## config.mk

```make
export PLATFORM = sky130hd
export DESIGN_NAME = spi_slave
export DESIGN_NICKNAME = d
export VERILOG_FILES = /design/src/rtl/shared_pkg.sv /design/src/rtl/spi_slave.sv
export SDC_FILE = /design/constraint.sdc
export NUM_CORES = 1
export LEC_CHECK = 0
export BUFFER_PORTS_ARGS = -buffer_cell sky130_fd_sc_hd__buf_2
export CAP_MARGIN = 10
export CORE_ASPECT_RATIO = 0.5
export CORE_MARGIN = 4
export CORE_UTILIZATION = 56
export CTS_CLUSTER_DIAMETER = 120
export DETAILED_ROUTE_END_ITERATION = 10
export PLACE_DENSITY = 0.82
export SLEW_MARGIN = 20
export SYNTH_ARGS = -nofsm -noshare
export SYNTH_HDL_FRONTEND = slang
export SYNTH_SLANG_ARGS = --single-unit
```

## constraint.sdc

```tcl
create_clock -name clk -period 2.6 [get_ports clk]
set_clock_uncertainty 0.1 [all_clocks]
set_input_delay 0.26 -clock clk [delete_from_list [all_inputs] [get_ports clk]]
set_output_delay 0.26 -clock clk [all_outputs]
set_load 0.05 [all_outputs]
```

## src/rtl/shared_pkg.sv

```systemverilog
// Shared definitions for the SPI slave: FSM states, RAM opcodes
// and frame/read-data sizes.
package shared_pkg;

   typedef enum logic [2:0] {
      IDLE,
      CHK_CMD,
      WRITE,
      READ_ADD,
      READ_DATA
   } state_t;

   localparam logic [1:0] RAM_WRITE_ADD  = 2'b00;
   localparam logic [1:0] RAM_WRITE_DATA = 2'b01;
   localparam logic [1:0] RAM_READ_ADD   = 2'b10;
   localparam logic [1:0] RAM_READ_DATA  = 2'b11;

   localparam int FRAME_LEN = 10;
   localparam int RD_WIDTH  = 8;

endpackage

```

## src/rtl/spi_slave.sv

```systemverilog
// SPI slave front end for a single-port RAM: collects 10-bit command
// frames on MOSI and shifts 8-bit read data back on MISO.
module spi_slave
   import shared_pkg::*;
(
   input  logic                 clk,
   input  logic                 rst,
   input  logic                 SS_n,
   input  logic                 MOSI,
   output logic                 MISO,
   output logic [FRAME_LEN-1:0] rx_data,
   output logic                 rx_valid,
   input  logic [RD_WIDTH-1:0]  tx_data,
   input  logic                 tx_valid
);

   localparam logic [3:0] LAST_BIT   = 4'(FRAME_LEN - 1);
   localparam logic [3:0] FRAME_DONE = 4'(FRAME_LEN);
   localparam logic [3:0] TX_LAST    = 4'(RD_WIDTH);

   state_t               state;
   state_t               state_nxt;
   logic [FRAME_LEN-2:0] shreg;
   logic [3:0]           bit_cnt;
   logic [3:0]           tx_cnt;
   logic [RD_WIDTH-1:0]  tx_shift;
   logic                 tx_busy;
   logic                 tx_done;
   logic                 rd_addr_flag;

   always_ff @(posedge clk) begin
      if (rst)
         state <= IDLE;
      else
         state <= state_nxt;
   end

   always_comb begin
      state_nxt = state;
      if (SS_n) begin
         state_nxt = IDLE;
      end else begin
         unique case (state)
            IDLE:    state_nxt = CHK_CMD;
            CHK_CMD: begin
               if (!MOSI)
                  state_nxt = WRITE;
               else if (rd_addr_flag)
                  state_nxt = READ_DATA;
               else
                  state_nxt = READ_ADD;
            end
            default: state_nxt = state;
         endcase
      end
   end

   always_ff @(posedge clk) begin
      if (rst) begin
         shreg        <= '0;
         bit_cnt      <= '0;
         tx_cnt       <= '0;
         tx_shift     <= '0;
         tx_busy      <= 1'b0;
         tx_done      <= 1'b0;
         rd_addr_flag <= 1'b0;
         rx_data      <= '0;
         rx_valid     <= 1'b0;
         MISO         <= 1'b0;
      end else begin
         rx_valid <= 1'b0;
         if (SS_n) begin
            // abort: drop partial frame and any read shift, keep the flag
            bit_cnt <= '0;
            tx_cnt  <= '0;
            tx_busy <= 1'b0;
            tx_done <= 1'b0;
            MISO    <= 1'b0;
         end else begin
            unique case (state)
               IDLE: bit_cnt <= '0;
               CHK_CMD: begin
                  shreg   <= {shreg[FRAME_LEN-3:0], MOSI};
                  bit_cnt <= 4'd1;
               end
               WRITE, READ_ADD, READ_DATA: begin
                  if (bit_cnt != FRAME_DONE) begin
                     shreg   <= {shreg[FRAME_LEN-3:0], MOSI};
                     bit_cnt <= bit_cnt + 4'd1;
                     if (bit_cnt == LAST_BIT) begin
                        rx_data  <= {shreg, MOSI};
                        rx_valid <= 1'b1;
                        if (state == READ_ADD)
                           rd_addr_flag <= 1'b1;
                     end
                  end else if (state == READ_DATA) begin
                     if (tx_busy) begin
                        if (tx_cnt == TX_LAST) begin
                           MISO         <= 1'b0;
                           tx_busy      <= 1'b0;
                           tx_done      <= 1'b1;
                           rd_addr_flag <= 1'b0;
                        end else begin
                           MISO     <= tx_shift[RD_WIDTH-1];
                           tx_shift <= {tx_shift[RD_WIDTH-2:0], 1'b0};
                           tx_cnt   <= tx_cnt + 4'd1;
                        end
                     end else if (!tx_done && tx_valid) begin
                        MISO     <= tx_data[RD_WIDTH-1];
                        tx_shift <= {tx_data[RD_WIDTH-2:0], 1'b0};
                        tx_cnt   <= 4'd1;
                        tx_busy  <= 1'b1;
                     end
                  end
               end
               default: bit_cnt <= '0;
            endcase
         end
      end
   end

endmodule

```

==> Word level (Yosys, flattened, before mapping) <==
Index checks and enable logic that the tools add are counted.
{ "classes": {"n_addsub": 2, "n_mul": 0, "div": 0, "order_cmp": 0, "n_eq_ne": 11, "n_shift": 0, "mux": 26, "bitwise": 3, "reduce_logical": 20} }
{ "ops": {"columns": ["operator", "n"], "rows": [
  ["8-bit two-way mux", 3],
  ["9-bit one-hot mux with 2 select lines", 1],
  ["4-bit two-way mux", 4],
  ["1-bit two-way mux", 13],
  ["2-bit nonzero test", 6],
  ["5-bit AND reduction", 2],
  ["9-bit two-way mux", 1],
  ["4-bit by 1-bit adder with 4-bit output, second input constant", 2],
  ["4-bit == test, second input constant", 2],
  ["4-bit one-hot mux with 2 select lines", 1],
  ["4-bit AND reduction", 2],
  ["7-bit AND reduction", 1],
  ["3-bit by 2-bit == test with 1-bit output, second input constant", 2],
  ["3-bit two-way mux", 2],
  ["3-bit one-hot mux with 2 select lines", 1],
  ["3-bit AND reduction", 2],
  ["6-bit AND reduction", 1],
  ["2-bit by 1-bit inequality test with 1-bit output, second input constant", 2],
  ["2-bit inequality test, second input constant", 2],
  ["4-bit inequality test, second input constant", 1],
  ["4-bit OR reduction", 1],
  ["3-bit by 1-bit == test with 1-bit output, second input constant", 1],
  ["3-bit == test, second input constant", 1],
  ["3-bit logical NOT", 1],
  ["5 further kinds", 7]
]} }
{ "totals": {"regBits": 43, "latch_bits": 0, "ramBits": 0, "mem_bits_ro": 0, "inputBits": 13, "wordCells": 73, "mem_count": 0} }

==> Logic depth before layout (Yosys ltp) <==
{ "depth": {"word_depth": 5, "mapped_depth": 8, "depth_no_buf": 6} }

==> Least setup slack after synthesis <==
No wires, ideal clock.
{ "synth_path": {"path_kind": "reg2reg", "start": "register bit_cnt[0]", "end": "register rx_data[0]", "t_arrival_ns": 1.623, "t_required_ns": 2.372, "setup_slack_ns": 0.749, "path_stages_with_launch": 8, "path_buffers": 1, "period_less_slack_ns": 1.851, "path_cell_list": "dfxtp_1 -> inv_1 -> ha_1 -> nor4bb_1 -> o211a_1 -> buf_2 -> mux2i_1 -> nor2_1"} }
{ "synth_via": {"elab_chain_len": 2, "word_cells_on_any_way": 3} }
{ "synth_rtl": {"columns": ["element", "line", "rtl"], "rows": [
  ["start: declaration", "spi_slave.sv:24", "logic [3:0] bit_cnt;"],
  ["start signal: assignment", "spi_slave.sv:89", "bit_cnt <= bit_cnt + 4'd1;"],
  ["4-bit inequality test or 4-bit == test (tied branches)", "spi_slave.sv:87, spi_slave.sv:90", null],
  ["4-bit AND reduction (no line) *", null, null],
  ["end signal: assignment", "spi_slave.sv:91", "rx_data <= {shreg, MOSI};"],
  ["end: declaration", "spi_slave.sv:11", "output logic [FRAME_LEN-1:0] rx_data,"]
]} }
Every way passes the cells marked *; elsewhere a longest branch is shown, timed or not.
A chain may end at the register's enable or synchronous reset.

==> Worst setup path in the final report <==
{ "layout_path": {"start": "register bit_cnt[0]", "end": "register rx_data[2]"} }
Same word-level chain as after synthesis.

==> summary.md <==
| Metric | Value |
|---|---|
| Status | `completed` |
| CTS hold repair buffers | `0` |
| RSZ-0062 raised after global routing | `false` |
| Final WL | `3.58 mm` |
| Final-report max-slew violation count | `0` |
| Antenna violations before repair | `0` |
| Share of post-route cells with drive strength above 1 | `0.157` |
| Ant diodes | `0` |
| Fmax | `0.458 GHz` |
| Static Leak | `0.000793 uW` |
| # IOs | `25` |
| Final-report hold violation count | `0` |
| Rel. slew slack | `0.477` |
| Buffer count from post-CTS setup fixing | `0` |
| DRC viols | `0` |
| Yosys reg bits | `42` |
| Largest net degree at the start of global routing | `32` |
| Clock buffer depth | `2` |
| Die Span Y | `49.6 um` |
| Area Overhead vs Synth | `11.0%` |
| Clock Latency Late Sink | `0.30 ns` |
| Post-cts resize count | `0` |
| Grt met2 use | `0.274` |
| Final period util | `0.839` |
| Width of the die | `91.3 um` |
| Arrival time at the worst endpoint | `2.26 ns` |
| Worst Max-Slew Pin Slew | `0.783 ns` |
| Port bufs | `24` |
| Number of flops mapped to enable cells by yosys | `0` |
| Starting Density | `0.616` |
| Sw frac | `0.241` |
| Most used DFF post-synth | `dfxtp_1` |
| Synth unique cells | `38` |
| Mapped cell area | `0.00194 mm2` |
| Critical Path Source Type | `flop` |
| Drt first pass iters | `4` |
| Reg2Reg Launch Point | `bit_cnt[0]` |
| Antenna viol nets, final | `0` |
| WS Path Type | `reg2reg` |
| HPWL after detailed placement | `2.59 mm` |
| Congestion Overflow GR | `0` |
| Worst vdd ir | `0.294 mV` |
| Switch Pwr | `274 uW` |
| CP required | `2.68 ns` |
| Gpl congestion | `0.877` |
| TritonCTS buffer count | `5` |
| Critical Path Sink Type | `flop` |
| Setup_tns | `0 ns` |
| Total GRT Usage | `0.170` |
| Setup WS post-layout | `0.418 ns` |
| PwrDens | `526 mW/mm2` |
| Synthesized Nets | `227` |
| H-tree Lvls | `2` |
| Worst setup path endpoint | `rx_data[2]` |
| Avg WL per Cell | `13.3 um` |
| FF-to-FF End | `rx_data[2]` |
| Syn avg cell area | `9.29 um2` |
| Cell Rows | `14` |
| Core area | `0.00315 mm2` |
| Hold Path Class | `in2reg` |
| GR Util met3 | `0.0502` |
| Clock-pin slew on the worst setup and hold paths | `0.09 ns` |
| Nets | `247` |
| P_int | `860 uW` |
| Vias in the first global route | `1,389` |
| Post-Place Cells | `262` |
| Via count | `1,497` |
| Layout Cells excl Fill | `270` |
| Final setup vio count | `0` |
| Min Tclk post-route | `2.18 ns` |
| Logic pwr share | `0.043` |
| CTS tree | `built` |
| R2R depth | `6` |
| Hold Path Depth | `3` |
| First-pass GRT wire length | `6.28 mm` |
| Vias per cell | `5.54` |
| Max-cap viol count | `0` |
| Die ar. | `0.00453 mm2` |
| Async SR Flop Fraction | `0` |
| Setup slack, reg-to-reg | `0.42 ns` |
| Clock sinks | `42` |
| Cell count after synthesis | `209` |
| YS warnings | `0` |
| Initial DRC count | `40` |
| Critical path startpoint | `bit_cnt[0]` |
| GRT Max-Usage Layer | `met2` |
| Critical Path Fanout Max | `11` |
| Seq/Total Area, Yosys | `0.433` |
| CTS root buffer | `clkbuf_8` |
| Pre-CTS WS | `0.400 ns` |
| Clk pwr share | `0.384` |
| Met1 usage | `0.219` |
| Reg power frac | `0.573` |
-- how the worst min path moves through the flow --
stage,endpoint,slack (ns),startpoint
floorplan,state[0],0.30,MOSI
global placement,tx_done,0.35,tx_done
detailed placement,tx_done,0.37,tx_done
CTS,MISO,0.15,tx_data[7]
global route,shreg[0],0.17,MOSI
finish,MISO,0.16,tx_data[7]
-- metrics by stage --
stage | total power, uW | instance area [um2] | hold WS (ns) | utilization
after floorplan | 697 | 1940 | 0.299 | -
after global placement | 712 | 2060 | 0.354 | 0.654
after detailed placement | 713 | 2060 | 0.367 | 0.654
after CTS | 1140 | 2160 | 0.150 | 0.684
after global routing | 1180 | 2160 | 0.174 | 0.684
final | 1130 | 2160 | 0.156 | 0.684
-- synthesized netlist by cell type, types with 3 or more instances --
cell type / instances / area share
buf_2: 4 / 0.010
or3_1: 6 / 0.019
o21ai_0: 12 / 0.031
nand2_1: 10 / 0.019
mux2i_1: 26 / 0.13
ha_1: 5 / 0.032
nand3_1: 3 / 0.0077
inv_1: 7 / 0.014
clkbuf_1: 7 / 0.014
a21oi_1: 16 / 0.041
dfxtp_1: 42 / 0.43
nor2_1: 23 / 0.044
nand4b_1: 3 / 0.014
nand2b_1: 11 / 0.035
-- worst max-delay path, stage by stage, from the launching register on --
cell and delay, ns:
dfxtp_1 0.42, inv_1 0.06, ha_1 0.22, nor4bb_1 0.36
o211a_1 0.56, mux2i_1 0.28, nor2_1 0.06
-- metal layers --
metal  wire length, um  up-vias  part of all wire
met5                 0        -                 0
met4                21        0            0.0059
met3               170        3             0.047
met2              1640       26              0.46
met1              1750      700              0.49
li1                  -      768                 -
-- registers in the layout (all words and copies together) (netlist names) --
register      count
tx_busy           1
bit_cnt           4
MISO              1
state             3
tx_done           1
tx_cnt            4
rd_addr_flag      1
shreg             9
rx_valid          1
tx_shift          7
rx_data          10
-- kinds of logic after synthesis --
group,count (synthesis),share of synthesized area
flops,42,0.433
fa+ha+maj,5,0.0322
compound gates,39,0.128
simple gates,75,0.216
xor+xnor,3,0.0135
mux,26,0.134
buf+inv,19,0.0432
-- power by group through the flow --
| stage | sequential [uW] | combinational [uW] | clock, uW |
|---|---|---|---|
| 3_5_place_dp | 665 | 48.2 | 0 |
| 2_1_floorplan | 664 | 32.8 | 0 |
| 6_report | 650 | 48.5 | 435 |
| 3_3_place_gp | 665 | 47.5 | 0 |
| 5_1_grt | 651 | 53.7 | 480 |
| 4_1_cts | 650 | 48.2 | 444 |
-- final cells by class --
cell class | instances | area, um2
Multi-Input combinational cell | 148 | 1020
Fill cell | 241 | 997
Sequential cell | 42 | 841
Timing Repair Buffer | 25 | 128
Clock buffer | 5 | 68.8
Tap cell | 40 | 50.0
Inverter | 7 | 26.3
Clock inverter | 3 | 25.0
-- placed cells by master, fill, tap and decap left out, drive strengths merged, types with 2 or more instances in the layout --
cell type  Yosys  layout
dfxtp         42      42
a21oi         16      16
nor3b          2       2
mux2i         26      26
nor2b          2       2
nor3           2       2
o21ai         12      12
o211a          2       2
ha             5       5
nand3b         2       2
xnor2          2       2
inv            7       8
buf            5      25
nand2b        11      11
or3            6       6
and2b          2       2
nand3          3       3
nand2         10      10
clkbuf         7       5
nor2          23      23
nand4          2       2
nand4b         3       3
a41oi          2       2
o211ai         2       2
a211oi         2       2
No activity file was read; power rests on OpenSTA's default activity.
